### config.mk
export PLATFORM = sky130hd
export DESIGN_NAME = instr_fetch_unit
export DESIGN_NICKNAME = d
export VERILOG_FILES = /design/src/rtl/instr_fetch_unit.sv
export SDC_FILE = /design/constraint.sdc
export NUM_CORES = 1
export LEC_CHECK = 0
export CORE_ASPECT_RATIO = 1.2
export CORE_UTILIZATION = 40
export DETAILED_ROUTE_END_ITERATION = 10
export PLACE_DENSITY = 0.61
export SLEW_MARGIN = 20
export SYNTH_ARGS = -nofsm -noshare
export SYNTH_HDL_FRONTEND = slang
export SYNTH_SLANG_ARGS = --single-unit
### constraint.sdc
create_clock -name clock -period 4 [get_ports clock]
set_input_delay 0.8 -clock clock [delete_from_list [all_inputs] [get_ports clock]]
set_output_delay 0.8 -clock clock [all_outputs]
set_load 0.05 [all_outputs]
### src/rtl/instr_fetch_unit.sv
// Instruction fetch front-end: owns the fetch PC, issues one word read at a time,
// buffers returned words in a small prefetch FIFO and presents them to the datapath.
module instr_fetch_unit #(
    parameter logic [31:0] RESET_PC = 32'h0000_0000,
    parameter int          DEPTH    = 4
) (
    input  logic                       clock,
    input  logic                       reset,
    output logic                       imem_req,
    output logic [31:0]                imem_addr,
    input  logic                       imem_ack,
    input  logic [31:0]                imem_rdata,
    input  logic                       redirect,
    input  logic [31:0]                redirect_pc,
    output logic                       instr_valid,
    output logic [31:0]                instr,
    output logic [31:0]                instr_pc,
    output logic [31:0]                instr_pc4,
    input  logic                       instr_ready,
    output logic [$clog2(DEPTH):0]     fifo_count
);

    localparam int AW = $clog2(DEPTH);
    localparam int CW = AW + 1;
    localparam logic [CW-1:0] DEPTH_C = CW'(DEPTH);

    localparam logic [1:0] IDLE  = 2'd0;
    localparam logic [1:0] REQ   = 2'd1;
    localparam logic [1:0] DRAIN = 2'd2;

    logic [1:0]    state_r, state_s;
    logic [31:0]   fetch_pc_r, fetch_pc_s;
    logic [31:0]   addr_r, addr_s;
    logic          req_r, req_s;
    logic [CW-1:0] count_r, count_s;
    logic [CW-1:0] avail_s;
    logic [AW-1:0] wr_ptr_r, rd_ptr_r;
    logic [31:0]   instr_mem_r [DEPTH];
    logic [31:0]   pc_mem_r    [DEPTH];
    logic [31:0]   target_s;
    logic          pop_s, push_s;
    logic          unused_s;

    assign unused_s = ^redirect_pc[1:0];
    assign target_s = {redirect_pc[31:2], 2'b00};
    assign pop_s    = (count_r != {CW{1'b0}}) & instr_ready;
    assign push_s   = (state_r == REQ) & imem_ack & ~redirect;
    // Occupancy once this cycle's pop has been taken into account.
    assign avail_s  = count_r - CW'(pop_s);

    // Next-state, fetch PC, request address and occupancy.
    always_comb begin
        state_s    = state_r;
        fetch_pc_s = fetch_pc_r;
        addr_s     = addr_r;
        count_s    = count_r;
        if (redirect) begin
            fetch_pc_s = target_s;
            count_s    = {CW{1'b0}};
            case (state_r)
                IDLE: begin
                    state_s = REQ;
                    addr_s  = target_s;
                end
                REQ, DRAIN: begin
                    // An in-flight request must complete before the new target is issued.
                    if (imem_ack) begin
                        state_s = REQ;
                        addr_s  = target_s;
                    end else begin
                        state_s = DRAIN;
                    end
                end
                default: begin
                    state_s = IDLE;
                end
            endcase
        end else begin
            case (state_r)
                IDLE: begin
                    count_s = avail_s;
                    if (avail_s < DEPTH_C) begin
                        state_s = REQ;
                        addr_s  = fetch_pc_r;
                    end else begin
                        state_s = IDLE;
                    end
                end
                REQ: begin
                    if (imem_ack) begin
                        count_s    = avail_s + CW'(1);
                        fetch_pc_s = fetch_pc_r + 32'd4;
                        if ((avail_s + CW'(1)) < DEPTH_C) begin
                            state_s = REQ;
                            addr_s  = fetch_pc_r + 32'd4;
                        end else begin
                            state_s = IDLE;
                        end
                    end else begin
                        count_s = avail_s;
                    end
                end
                DRAIN: begin
                    count_s = avail_s;
                    if (imem_ack) begin
                        state_s = REQ;
                        addr_s  = fetch_pc_r;
                    end else begin
                        state_s = DRAIN;
                    end
                end
                default: begin
                    state_s = IDLE;
                    count_s = avail_s;
                end
            endcase
        end
        req_s = (state_s != IDLE);
    end

    // Control registers.
    always_ff @(posedge clock or negedge reset) begin
        if (!reset) begin
            state_r    <= IDLE;
            fetch_pc_r <= RESET_PC;
            addr_r     <= RESET_PC;
            req_r      <= 1'b0;
            count_r    <= {CW{1'b0}};
            wr_ptr_r   <= {AW{1'b0}};
            rd_ptr_r   <= {AW{1'b0}};
        end else begin
            state_r    <= state_s;
            fetch_pc_r <= fetch_pc_s;
            addr_r     <= addr_s;
            req_r      <= req_s;
            count_r    <= count_s;
            if (redirect) begin
                wr_ptr_r <= {AW{1'b0}};
                rd_ptr_r <= {AW{1'b0}};
            end else begin
                wr_ptr_r <= wr_ptr_r + AW'(push_s);
                rd_ptr_r <= rd_ptr_r + AW'(pop_s);
            end
        end
    end

    // Prefetch storage.
    always_ff @(posedge clock or negedge reset) begin
        if (!reset) begin
            for (int i = 0; i < DEPTH; i++) begin
                instr_mem_r[i] <= 32'h0000_0000;
                pc_mem_r[i]    <= 32'h0000_0000;
            end
        end else if (push_s) begin
            instr_mem_r[wr_ptr_r] <= imem_rdata;
            pc_mem_r[wr_ptr_r]    <= fetch_pc_r;
        end else begin
            instr_mem_r[wr_ptr_r] <= instr_mem_r[wr_ptr_r];
        end
    end

    assign imem_req    = req_r;
    assign imem_addr   = addr_r;
    assign instr_valid = (count_r != {CW{1'b0}});
    assign instr       = instr_mem_r[rd_ptr_r];
    assign instr_pc    = pc_mem_r[rd_ptr_r];
    assign instr_pc4   = pc_mem_r[rd_ptr_r] + 32'd4;
    assign fifo_count  = count_r;

endmodule

==> results.yml <==
clock_tree:
  clk_pin_slew_ns: 0.06
  cts_buffer_depth: 3
  clkLatencyLatePin_ns: 0.53
  cts_num_sinks: 319
  cts_hold_buffers: 0
  cts_max_level: 2
  cts_buffers: 36
  cts_tree: "built"
  clockRootBuffer: "clkbuf_16"
setup_path:
  crit_family: "simple AND/OR/NAND/NOR gates"
  cp.arrival_ns: 3.18
  slowest_delay_ns: 0.63
  critPathBufInv: 3
  path_cells: "buf_8, buf_6, mux4_2, nand3_4, or4_4, and4bb_1, xor2_2, buf_12"
  cp-start-kind: "flip-flop"
  cp_max_fo: 5
  crit_slowest_cell: "or4_4"
  worstSetupPathType: "reg2out"
  required_ns: 3.20
  cp-end-kind: "output pin"
pwr:
  total_power_uw: 18100
  power.density_mw_per_mm2: 874
  p_leak_uw: 0.00882
  ir_worst_vdd_mv: 0.551
floorplanning:
  rows: 81
  fp.dieH_um: 225
  die_area_mm2: 0.0422
  initial_core_util: 0.406
  core_region_area_mm2: 0.0407
  die_w_um: 188
  io_pins: 202
synth:
  yosys_warnings: 0
  yosys_most_used_dff: "dfrtp_1"
  synth_cells: 1378
  syn_area_mm2: 0.0165
  syn_area_per_cell_um2: 12.0
  ys_ff_latch: 319
  ys_async_sr_fraction: 1.00
  post_synth_num_cell_types: 61
  synth-seq-area-share: 0.483
  synth_edf_count: 0
cells_and_area:
  layout-drive-gt1-share: 0.284
  areaGrowthSynthToFinish_pct: 24.9
  final_cell_mix: "dfrtp_1, mux2_2, clkdlybuf4s50_1, nand2_1, o21ai_0"
  num-nets-final: 1642
  final_common_cell: "dfrtp_1"
  final_cells: 2127
  insertedDiodeCount: 0
global_route:
  grt_pass1_wl_um: 69300
  antenna_found_initial: 1
  grt_max_degree: 113
  grt_usage: 0.208
  overflow: 0
  grt_pass1_vias: 12200
placed_design:
  hpwl_um: 28000
  dp_slack_ns: 0.218
  placedCellCount: 2035
  gp_congestion: 0.814
  numPortBuffers: 195
run_status:
  status: "complete, no violations"
detailed_routing:
  drt_iter0_drc: 497
  drt-pass1-iter-count: 5
  vias_per_cell: 5.48
  drtAntennaViolNets: 0
  vias: 11700
  wl_per_cell_um: 20.2
  wl_um: 43000
  drc_errors: 0
sta:
  final.setup_skew_ns: 0.0232
  layout_min_cycle_time_ns: 3.98
  maxSlewViolCount: 0
  final_hold_viol_count: 0
  timing.setup.tns_ns: 0
  finalCritPeriodShare: 0.995
  finalWorstSetupSlack_ns: 0.0211
  max_slew_margin: 0.358
  setup_viol: 0
  worst_slew_pin_slew_ns: 0.956
  timing.fmax_ghz: 0.251
  grt_setup_unrepaired: "yes"
worst_hold_path:
  hold_path_class: "in2async"
job:
  cap_violations: 0
-- report_power, final --
group	total, uW	internal (uW)	switching [uW]
clock	3310	1990	1320
combinational	9810	3910	5900
sequential	4940	4200	740
-- flip-flops by register name (all words and copies together) (netlist names) --
name	cells
fifo_count	3
rd_ptr_r	2
fetch_pc_r	30
state_r	2
instr_mem_r	128
imem_addr	31
wr_ptr_r	2
imem_req	1
pc_mem_r	120
-- area by class of cell --
class / instances / area (um^2)
fill: 3585 / 20100
multi-input combinational: 921 / 8040
sequential: 319 / 7990
timing repair buffer: 260 / 2670
clock buffer: 55 / 1070
tap: 539 / 674
clock inverter: 9 / 110
inverter: 24 / 90.1
-- logic make-up (layout without fill, tap and decap cells) --
group,count (synthesis),count (layout),share of synthesized area
buf+inv,142,348,0.0376
xor+xnor,69,69,0.0374
simple gates,333,334,0.100
flops,319,319,0.483
fa+ha+maj,11,11,0.00832
compound gates,215,215,0.0750
mux,288,288,0.258
other cells,1,4,0.000227
-- path summary, 6_finish.rpt --
kind	from	endpoint	slack, ns	cells past startpoint
min	reset	instr_mem_r[99]	0.33	1
min in group clock	imem_addr[9]	imem_addr[9]	0.49	2
max	rd_ptr_r[0]	instr_pc4[29]	0.02	8
min reg2reg	imem_addr[9]	imem_addr[9]	0.49	2
max in group asynchronous	reset	instr_mem_r[92]	2.72	2
max reg2reg	fifo_count[0]	imem_addr[26]	0.83	12
-- worst register-to-register path: cells and delay by family (launching register included) --
family                     cells  cell delay, ns
xor gates and xnor gates       1            0.24
buffers and inverters          2            0.28
and+or+nand+nor                2            0.63
DFF                            1            0.40
AOI/OAI and AO/OA              4            0.81
adders and majority gates      3            0.71
-- stage by stage --
step           instance area [um^2]   util  hold slack [ns]
2_1_floorplan                 16500      -            0.461
3_3_place_gp                  19100  0.469            0.472
3_5_place_dp                  19100  0.469            0.475
4_1_cts                       20500  0.504            0.401
5_1_grt                       20600  0.507            0.428
6_report                      20600  0.507            0.335
-- cells in the mapped netlist (5+ instances only) --
master	count	area share
dfrtp_1	319	0.48
mux2_2	154	0.10
nand2_1	135	0.031
o21ai_0	108	0.033
mux4_2	89	0.12
clkbuf_1	80	0.018
nor2_1	56	0.013
xnor2_1	47	0.025
a21oi_1	46	0.014
mux2i_1	40	0.024
nand3_1	24	0.0073
inv_1	23	0.0052
nand4_1	22	0.0083
xor2_1	21	0.011
buf_1	16	0.0036
and3_1	14	0.0053
nor3_1	12	0.0036
o31ai_1	12	0.0054
and4_1	11	0.0058
ha_1	11	0.0083
nand2b_1	11	0.0042
and2_1	10	0.0038
buf_2	10	0.0030
nor2b_1	10	0.0038
a221oi_1	8	0.0042
a21boi_0	7	0.0032
a31oi_1	7	0.0026
buf_4	7	0.0032
a22oi_1	5	0.0023
mux4_1	5	0.0079
nor4_1	5	0.0019
-- what timing repair did --
action	4_1_cts	5_1_grt
endpoints found under the setup margin	18	8
setup buffers	16	11
pin swaps	7	7
gates cloned	1	0
resized for setup	29	4
-- routing by layer --
layer,global-route usage,up-vias,wire length (um)
met1,0.271,5910,18600
li1,-,5369,-
met2,0.359,306,21400
met3,0.0326,65,1990
met4,0.0614,2,934
met5,0,-,12
No activity file was read; power rests on OpenSTA's default activity.
